[src/rtl/pdm_ddr_deser_stream.sv]
// DDR capture of PDM microphone lines: deinterleaves rising/falling-edge bits into per-channel
// MSB-first words, holds one completed frame and streams it out one channel per handshake.
module pdm_ddr_deser_stream #(
    parameter int NUM_LINES = 2,
    parameter int WORD_W    = 16,
    localparam int CH_W     = (2 * NUM_LINES > 1) ? $clog2(2 * NUM_LINES) : 1
) (
    input  logic                 clk,
    input  logic                 rst,
    input  logic [NUM_LINES-1:0] ddr_data,
    input  logic                 en,
    input  logic                 swap_edges,
    output logic [WORD_W-1:0]    out_data,
    output logic [CH_W-1:0]      out_chan,
    output logic                 out_valid,
    output logic                 out_last,
    input  logic                 out_ready,
    output logic                 overflow,
    input  logic                 clr_ovf
);

    localparam int NCH   = 2 * NUM_LINES;
    localparam int CNT_W = $clog2(WORD_W);
    localparam logic [CNT_W-1:0] CNT_MAX  = CNT_W'(WORD_W - 1);
    localparam logic [CH_W-1:0]  CHAN_MAX = CH_W'(NCH - 1);

    logic [NUM_LINES-1:0]         rise_q;
    logic [NUM_LINES-1:0]         fall_q;
    logic [NCH-1:0][WORD_W-1:0]   shift_q;
    logic [NCH-1:0][WORD_W-1:0]   shift_d;
    logic [NCH-1:0][WORD_W-1:0]   hold_q;
    logic [CNT_W-1:0]             cnt_q;
    logic [CH_W-1:0]              chan_q;
    logic                         hold_full_q;
    logic                         ovf_q;

    logic frame_done;
    logic handshake;
    logic last_hs;
    logic hold_free;

    always_ff @(posedge clk or negedge rst) begin
        if (!rst) rise_q <= '0;
        else      rise_q <= ddr_data;
    end

    always_ff @(negedge clk or negedge rst) begin
        if (!rst) fall_q <= '0;
        else      fall_q <= ddr_data;
    end

    // Each posedge shifts in the pair captured over the previous full clock period.
    always_comb begin
        shift_d = shift_q;
        for (int l = 0; l < NUM_LINES; l++) begin
            shift_d[2*l]   = {shift_q[2*l][WORD_W-2:0],   swap_edges ? fall_q[l] : rise_q[l]};
            shift_d[2*l+1] = {shift_q[2*l+1][WORD_W-2:0], swap_edges ? rise_q[l] : fall_q[l]};
        end
    end

    assign frame_done = en && (cnt_q == CNT_MAX);
    assign handshake  = hold_full_q && out_ready;
    assign last_hs    = handshake && (chan_q == CHAN_MAX);
    // Draining the last channel on the completing edge frees the buffer for the new frame.
    assign hold_free  = !hold_full_q || last_hs;

    always_ff @(posedge clk or negedge rst) begin
        if (!rst) begin
            shift_q <= '0;
            cnt_q   <= '0;
        end else if (en) begin
            shift_q <= shift_d;
            cnt_q   <= frame_done ? '0 : cnt_q + 1'b1;
        end else begin
            shift_q <= '0;
            cnt_q   <= '0;
        end
    end

    always_ff @(posedge clk or negedge rst) begin
        if (!rst) begin
            hold_q      <= '0;
            hold_full_q <= 1'b0;
        end else if (frame_done && hold_free) begin
            hold_q      <= shift_d;
            hold_full_q <= 1'b1;
        end else if (last_hs) begin
            hold_full_q <= 1'b0;
        end
    end

    always_ff @(posedge clk or negedge rst) begin
        if (!rst) begin
            chan_q <= '0;
        end else if (handshake) begin
            chan_q <= last_hs ? '0 : chan_q + 1'b1;
        end
    end

    always_ff @(posedge clk or negedge rst) begin
        if (!rst) begin
            ovf_q <= 1'b0;
        end else if (frame_done && !hold_free) begin
            ovf_q <= 1'b1;
        end else if (clr_ovf) begin
            ovf_q <= 1'b0;
        end
    end

    assign out_data  = hold_q[chan_q];
    assign out_chan  = chan_q;
    assign out_valid = hold_full_q;
    assign out_last  = hold_full_q && (chan_q == CHAN_MAX);
    assign overflow  = ovf_q;

endmodule

[config.mk]
export PLATFORM = sky130hd
export DESIGN_NAME = pdm_ddr_deser_stream
export DESIGN_NICKNAME = d
export VERILOG_FILES = /design/src/rtl/pdm_ddr_deser_stream.sv
export SDC_FILE = /design/constraint.sdc
export NUM_CORES = 1
export LEC_CHECK = 0
export ABC_CLOCK_PERIOD_IN_PS = 5320
export BUFFER_PORTS_ARGS = -buffer_cell sky130_fd_sc_hd__buf_2
export CORE_ASPECT_RATIO = 1.2
export CORE_MARGIN = 3
export CORE_UTILIZATION = 40
export CTS_CLUSTER_DIAMETER = 100
export DETAILED_ROUTE_END_ITERATION = 10
export HOLD_SLACK_MARGIN = 0.02
export PLACE_DENSITY_LB_ADDON = 0.3
export REMOVE_ABC_BUFFERS = 1
export SYNTH_ARGS = -nofsm -noshare
export SYNTH_HDL_FRONTEND = slang
export SYNTH_SLANG_ARGS = --single-unit
[constraint.sdc]
create_clock -name clk -period 5.32 [get_ports clk]
set_input_delay 0.266 -clock clk [delete_from_list [all_inputs] [get_ports clk]]
set_output_delay 0.266 -clock clk [all_outputs]
set_load 0.01 [all_outputs]
==> impl_metrics.yaml <==
detailed_routing:
  wl_per_cell_um: 15.5
  drc: 0
  vias: 2617
  firstDrtPassIters: 4
  antenna_left: 0
  wirelength_um: 8360
  drtIter0Drc: 127
  viasPerCell: 4.86
layout:
  fin_cells: 539
  syn_to_final_growth_pct: 17.0
  antennaDiodeCount: 0
  drive_gt1_share_pct: 36.5
  nNetsFinal: 375
setup_path:
  worstReg2RegStart: "fall_q[0]"
  arrival_ns: 1.36
  crit_fanout: 75
  cp_top_family: "buffers and inverters"
  r2r_slack_ns: 1.86
  max_stage_delay_ns: 0.54
  crit_path_start_kind: "input pin"
  crit_path_end_kind: "asynchronous set/reset pin"
  crit_chain: "dlygate4sd3_1 -> buf_6"
  rr_worst_depth: 2
  r2r-end: "hold_q[0]"
  worstPathRequired_ns: 3.19
  path_buf_inv: 2
  slowest_stage: "dlygate4sd3_1"
  critPathKind: "input pin to asynchronous set/reset pin"
synthesis:
  yosys.area.top_type_share_pct: 64.6
  ys_warn_count: 0
  synth_seq_area_share_pct: 65.6
  synth_async_sr_flop_share_pct: 100
  ys_ff_latch: 136
  synth_cells: 327
  synth.area.top_cells: "dfrtp_1, mux2_2, and2_1"
  synth_cell_types: 28
  synth_edf_count: 0
  synth_top_cells_by_count: "dfrtp_1, and2_1, mux2_2, mux4_2, clkbuf_1"
  post-synth-top-count-cell: "dfrtp_1"
  synth_area_um2: 5190
  synth.avg_cell_area_um2: 15.9
  synth_largest_area_cell: "dfrtp_1"
  synth_flop_cell: "dfrtp_1"
timing:
  hold_violations: 0
  tightest_slew_ns: 1.12
  max_slew_margin_pct: 25.3
  fin_skew_ns: 0.0175
  final.setup.tns_ns: 0
  maxSlewViolCount: 0
  final-setup-viol-count: 0
  rsz0062_at_grt: "false"
floorplan:
  die_height_um: 131
  initial_core_util_pct: 41.9
  pin_count: 29
  die_area_um2: 14400
  row_count: 44
  coreArea_um2: 12400
  die_w_um: 110
clock_tree:
  cts_sinks: 136
  cts_setup_buffers: 0
  htree_levels: 4
  cts_buffer_depth: 2
  cts_buffers: 17
  path_clk_slew_ns: 0.05
  clk_latency_ns: 0.40
  cts_root_buf: "clkbuf_16"
  cts_hold_buf: 3
  cts_resized: 0
  cts_tree: "yes"
global_routing:
  overflow: 0
  grt_pass1_wl_um: 14500
  antenna_found_initial: 0
  grt_pass1_vias: 2902
  grt_start_max_net_pins: 76
  groute.usage.overall_pct: 13.5
placement:
  gp_congestion: 0.674
  hpwl_um: 4940
  dp.cells: 504
  io_buffers: 28
job:
  cap_violations: 0
hold_path:
  hold_path.class: "input pin to register"
  min_from: "clr_ovf"
  whs_endpoint: "overflow"
  holdPathStages: 2
pwr:
  powerDensity_nw_per_um2: 363
  p_leak_nw: 3.06
  irDropWorstVdd_v: 0.000220
outcome:
  status: "finished clean"
[sequential cells by signal, summed over array words and instances, names as in the netlist]
signal and flops:
hold_q 64, out_chan 2, fall_q 2, rise_q 2, overflow 1, cnt_q 4, shift_d 60, out_valid 1
[metrics by stage]
stage	hold slack [ns]	setup WS [ns]	util, %	area, µm²	power, W
finish	0.0617	1.84	49.0	6070	0.00221
global route	0.0443	1.71	49.0	6070	0.00229
CTS	0.0462	1.80	49.0	6070	0.00223
detailed placement	0.337	1.84	44.2	5480	0.00112
global placement	0.328	1.91	44.2	5480	0.00111
floorplan	-0.0296	1.92	-	5080	0.00108
[placed cells by master (no fill, tap or decap)]
cell type	instances
xor2_1	1
clkbuf_1	3
o21ai_0	1
nor2_1	1
a21o_1	1
buf_2	27
nor2b_1	4
o22ai_1	1
and3_1	1
clkbuf_8	2
dlygate4sd3_1	3
nand2_1	5
nor3_1	1
dfrtp_1	134
bufinv_16	2
a21oi_1	1
a21boi_0	1
mux2_2	57
ha_1	2
buf_4	6
dfrtn_1	2
mux4_2	16
nand4b_1	1
clkinvlp_4	1
a21oi_4	1
buf_6	1
clkbuf_16	17
mux2_1	4
mux2i_1	8
and2_1	58
inv_1	6
clkinv_2	7
nand3_1	1
nand4_2	1
[worst max-delay path by stage]
stage	from	to	slack (ns)	depth (start not counted)
after global routing	rst	fall_q[1]	1.71	2
after floorplan	fall_q[0]	hold_q[0]	1.92	2
after detailed placement	fall_q[0]	hold_q[0]	1.84	2
after CTS	rst	fall_q[1]	1.80	2
final	rst	fall_q[1]	1.84	2
after global placement	fall_q[0]	hold_q[0]	1.91	2
[layer usage]
| layer | GRT usage [%] | vias up | part of all wire [%] |
|---|---|---|---|
| met5 | 0 | - | 0 |
| met4 | 4.92 | 0 | 1.2 |
| met3 | 5.31 | 7 | 4.1 |
| met2 | 20.8 | 39 | 50 |
| met1 | 17.2 | 1374 | 45 |
| li1 | - | 1197 | - |
[power breakdown]
part	switching (W)	total, W	internal, W
sequential	0.00000596	0.00105	0.00104
clock	0.000401	0.00111	0.000708
combinational	0.0000330	0.0000459	0.0000129
total	0.000439	0.00221	0.00177
[logic make-up (layout without fill, tap and decap cells)]
| kind of cell | after synthesis | after routing | synth area share, % |
|---|---|---|---|
| AOI/OAI and AO/OA | 6 | 6 | 0.916 |
| xor gates and xnor gates | 1 | 1 | 0.169 |
| adders and majority gates | 2 | 2 | 0.482 |
| buffers and inverters | 24 | 75 | 2.53 |
| DFF | 136 | 136 | 65.6 |
| muxes | 85 | 85 | 21.7 |
| and+or+nand+nor | 73 | 73 | 8.63 |
[layout make-up]
class                           count  area (µm²)
Fill cell                        1078        6310
Sequential cell                   136        3400
Multi-Input combinational cell    167        1660
Clock buffer                       22         464
Timing Repair Buffer               37         221
Tap cell                          161         201
Clock inverter                     10         103
Inverter                            6        22.5
Power figures use the tool's default switching activity.
